`config.mk`:
```
export PLATFORM = sky130hd
export DESIGN_NAME = count4
export DESIGN_NICKNAME = d
export VERILOG_FILES = /design/src/rtl/count4.sv
export SDC_FILE = /design/constraint.sdc
export NUM_CORES = 1
export LEC_CHECK = 0
export BUFFER_PORTS_ARGS = -buffer_cell sky130_fd_sc_hd__buf_2
export CAP_MARGIN = 0
export CORE_MARGIN = 1.5
export CORE_UTILIZATION = 35
export DETAILED_ROUTE_END_ITERATION = 16
export SLEW_MARGIN = 20
export SYNTH_ARGS = -nofsm -noshare
export SYNTH_HDL_FRONTEND = slang
export SYNTH_SLANG_ARGS = --single-unit
export TNS_END_PERCENT = 100
```
`constraint.sdc`:
```
create_clock -name CLK -period 4.32 [get_ports CLK]
set_clock_uncertainty 0.15 [all_clocks]
set_input_delay 1.296 -clock CLK [delete_from_list [all_inputs] [get_ports CLK]]
set_output_delay 1.296 -clock CLK [all_outputs]
set_load 0.005 [all_outputs]
```
`src/rtl/count4.sv`:
```
// count4: free-running 4-bit counter stepped by an internal prescaled tick.
// Latency: COUNT changes on the edge where the prescaler reaches SEC1_MAX-1.
// Backpressure: none; the counter always runs when RESET is low.
//
// Ports:
//   CLK    in   1  system clock, rising edge
//   RESET  in   1  synchronous, active-high reset
//   COUNT  out  4  registered count value, wraps modulo 16
//   CARRY  out  1  registered one-cycle wrap pulse (only with COUNT4_CARRY_EN)
//
// Build option: define COUNT4_CARRY_EN to add the CARRY output and its logic.
// Parameter SEC1_MAX (>= 1) sets the number of CLK edges per COUNT step.

module count4 #(
    parameter int SEC1_MAX = 50_000_000
) (
    input  logic       CLK,
    input  logic       RESET,
    output logic [3:0] COUNT
`ifdef COUNT4_CARRY_EN
    ,
    output logic       CARRY
`endif
);

    // $clog2(1) is 0, so the prescaler keeps at least one bit.
    localparam int            PW       = (SEC1_MAX > 1) ? $clog2(SEC1_MAX) : 1;
    localparam logic [PW-1:0] PRE_LAST = PW'(SEC1_MAX - 1);

    logic [PW-1:0] pre;
    logic          enable;

    // With SEC1_MAX=1 the prescaler sits at 0 and the enable is always high.
    assign enable = (pre == PRE_LAST);

    always_ff @(posedge CLK) begin
        if (RESET) begin
            pre   <= '0;
            COUNT <= 4'h0;
        end else begin
            pre <= enable ? '0 : pre + PW'(1);
            if (enable) begin
                COUNT <= COUNT + 4'd1;
            end
        end
    end

`ifdef COUNT4_CARRY_EN
    // High for the single cycle following the edge that moves COUNT F -> 0.
    always_ff @(posedge CLK) begin
        if (RESET) begin
            CARRY <= 1'b0;
        end else begin
            CARRY <= enable && (COUNT == 4'hF);
        end
    end
`endif

endmodule

```
==> summary.txt <==
Yosys
  • Post-synthesis simple-gate area fraction: 30.39%
  • Gate count of the mapped netlist: 164
  • Top_reg_cell synth: dfxtp_1
  • Xor and xnor area share after synthesis: 7.336%
  • Seq/Total Area, Yosys: 41.92%
  • Synth Area in Compound Gates: 14.32%
  • Post-Synth Adder-Cell Area: 1.747%
  • Async S/R FF share, synth: 0%
  • Syn nets: 168
  • Mux cell area share after synthesis: 0%
  • Netlist cell types: 29
  • Main combinational cell family by area after synthesis: simple AND/OR/NAND/NOR gates
  • Syn Area/Cell: 8.736 um^2
  • Yosys reg bits: 30
  • YS warnings: 0
  • Post-synth EDFFs: 0
  • Synthesized area: 0.001433 mm^2

Route
  • Vias per inst: 5.827
  • Top Layer Used: met4
  • Wl on met1: 1322 um
  • Post-DRT Antenna Nets: 0
  • DR WL met2: 1413 um
  • WL final: 2967 um
  • Via count: 1282
  • DRT iter0 DRCs: 72
  • Wire per inst: 13.49 um
  • First drt pass iteration count: 4
  • Routed wl met3: 172 um
  • DRC Markers: 0

Setup path
  • Critical-path cell list: ha_1 -> and3_1 -> nand4_1 -> o21bai_2 -> nor2_1
  • Buf+Inv Stages, Crit Path: 0
  • Crit path largest cell delay: 1.01 ns
  • CP Class: reg -> reg
  • RR Startpoint: pre[0]
  • CP required: 4.30 ns
  • Startpoint types: flop
  • Gate family responsible for the most delay along the worst path: compound AO/OA/AOI/OAI gates
  • Crit-path max FO: 26
  • Worst EP arrival: 2.80 ns
  • Critical Path End Type: flop
  • Worst setup startpoint: pre[0]
  • Slowest-stage cell, CP: o21bai_2

Die
  • Die Ht: 66.98 um
  • Die width: 66.98 um
  • Starting Density: 36.07%
  • Site Rows: 23
  • Die Area: 0.004486 mm^2
  • I/O pin cnt: 6
  • Area of the core: 0.003971 mm^2

Timing
  • Final setup violation count: 0
  • Hold_ws: 0.3340 ns
  • RSZ-0062 raised after global routing: no
  • Fin crit period: 2.822 ns
  • Rel. slew slack: 29.15%
  • Period utilisation layout: 65.31%
  • Slew Viols, Final: 0
  • Final Hold Viols: 0
  • Setup TNS: 0 ns
  • Fmax: 0.3544 GHz
  • Least-Margin Pin Slew: 1.062 ns

Run status
  • Status: finished, final reports clean

Pwr
  • Worst vdd ir: 0.0001859 V
  • Sw Share: 21.41%
  • PwrDens: 332.7 mW/mm^2
  • P_sw: 0.1118 mW
  • Reg power frac: 53.9%
  • Clk network pwr share: 44.3%
  • Comb power frac: 1.8%
  • Internal: 0.4102 mW
  • Leakage: 0.4862 nW

CTS
  • Root Buffer: clkbuf_8
  • Worst-path clk slew: 0.06 ns
  • Clock Tree Buf Depth: 2
  • Clock sink total: 30
  • Clock buffer count from CTS: 5
  • Clk_lat worst skew: 0.28 ns
  • # resized after CTS: 0
  • TritonCTS clock tree: done
  • Hold buffers post-CTS: 0
  • H-tree depth: 2
  • Postcts setup bufs: 0

Cells and area
  • Non-Filler Instances: 220
  • Commonest non-fill, non-tap cell in the layout: dfxtp_1
  • NumNets Final: 173
  • Most frequent cells in the layout: dfxtp_1, nor2_1, a21oi_1
  • Area Overhead vs Synth: 9.519%
  • Share of cells above drive strength 1: 10.00%
  • ANT cells: 0

Place
  • HPWL after DPL: 2103 um
  • Port Buf Inserts: 5
  • Number of instances in the placed design: 212
  • GPL Wtd Cong: 0.8152

Min path
  • Hold Crit Start: pre[25]
  • Worst Hold Class: reg -> reg

Job
  • Max-cap viol count: 0

Global routing
  • Grt total ovfl: 0
  • Total GRT Usage: 15.59%
  • Initial antenna violation count: 0
  • Pin count of the biggest net entering global routing: 27
  • Number of global-route vias before repair: 1105
  • First-pass GRT wire length: 5050 um
-- logic make-up after synthesis --
kind of cell	Yosys count
buffers and inverters	12
AO/OA/AOI/OAI	33
AND/OR/NAND/NOR	75
flip-flops	30
XOR/XNOR	12
adder cells (fa/ha/maj)	2
-- flip-flops by register name (all words and copies together) (netlist names) --
register / cells
COUNT: 4
pre: 26
-- routing by layer --
layer | up-vias | GRT usage (%)
met1 | 621 | 18.21
met3 | 4 | 6.250
met2 | 29 | 24.00
met5 | - | 0
met4 | 0 | 8.929
li1 | 628 | -
-- worst paths after layout --
| kind | end | slack (ns) | cells past startpoint |
|---|---|---|---|
| worst min register to register | pre[25] | 0.33 | 2 |
| worst max-delay path | pre[10] | 1.50 | 5 |
| worst min-delay path | pre[25] | 0.33 | 2 |
| worst max register to register | pre[10] | 1.50 | 5 |
-- metrics by stage --
| step | worst slack, ns | power (mW) | util (%) | instance area [um^2] |
|---|---|---|---|---|
| 3_3_place_gp | 1.661 | 0.2961 | 37.21 | 1478 |
| 3_5_place_dp | 1.529 | 0.2969 | 37.21 | 1478 |
| 6_report | 1.498 | 0.5220 | 39.51 | 1569 |
| 5_1_grt | 1.231 | 0.5469 | 39.51 | 1569 |
| 2_1_floorplan | 2.310 | 0.2943 | - | 1433 |
| 4_1_cts | 1.503 | 0.5328 | 39.51 | 1569 |
-- synthesized netlist by cell type (5+ instances only) --
cell type	instances	area [um^2]
nand4_1	12	75.07
or4_1	11	82.58
dfxtp_1	30	600.6
xor2_1	8	70.07
nor2_1	15	56.30
nand3_1	9	45.04
o31ai_1	12	90.09
nand2_1	9	33.78
inv_1	5	18.77
a21oi_1	15	75.07
-- layout make-up --
class / count / area, um^2
Clock buffer: 7 / 86.33
Clock inverter: 1 / 5.005
Fill cell: 400 / 2402
Inverter: 5 / 18.77
Multi-Input combinational cell: 122 / 770.7
Sequential cell: 30 / 600.6
Tap cell: 50 / 62.56
Timing Repair Buffer: 5 / 25.02
-- power by group through the flow --
| stage | clock network [mW] | registers, mW | logic (mW) |
|---|---|---|---|
| floorplan | 0 | 0.287 | 0.00717 |
| global placement | 0 | 0.287 | 0.00879 |
| detailed placement | 0 | 0.288 | 0.00924 |
| CTS | 0.242 | 0.281 | 0.00931 |
| global route | 0.255 | 0.282 | 0.0103 |
| finish | 0.231 | 0.282 | 0.00931 |
-- worst min-delay path: stages, from the launching register on --
cell	delay (ns)
dfxtp_1	0.32
o31ai_1	0.06
a21oi_1	0.06
No activity file was read; power rests on OpenSTA's default activity.
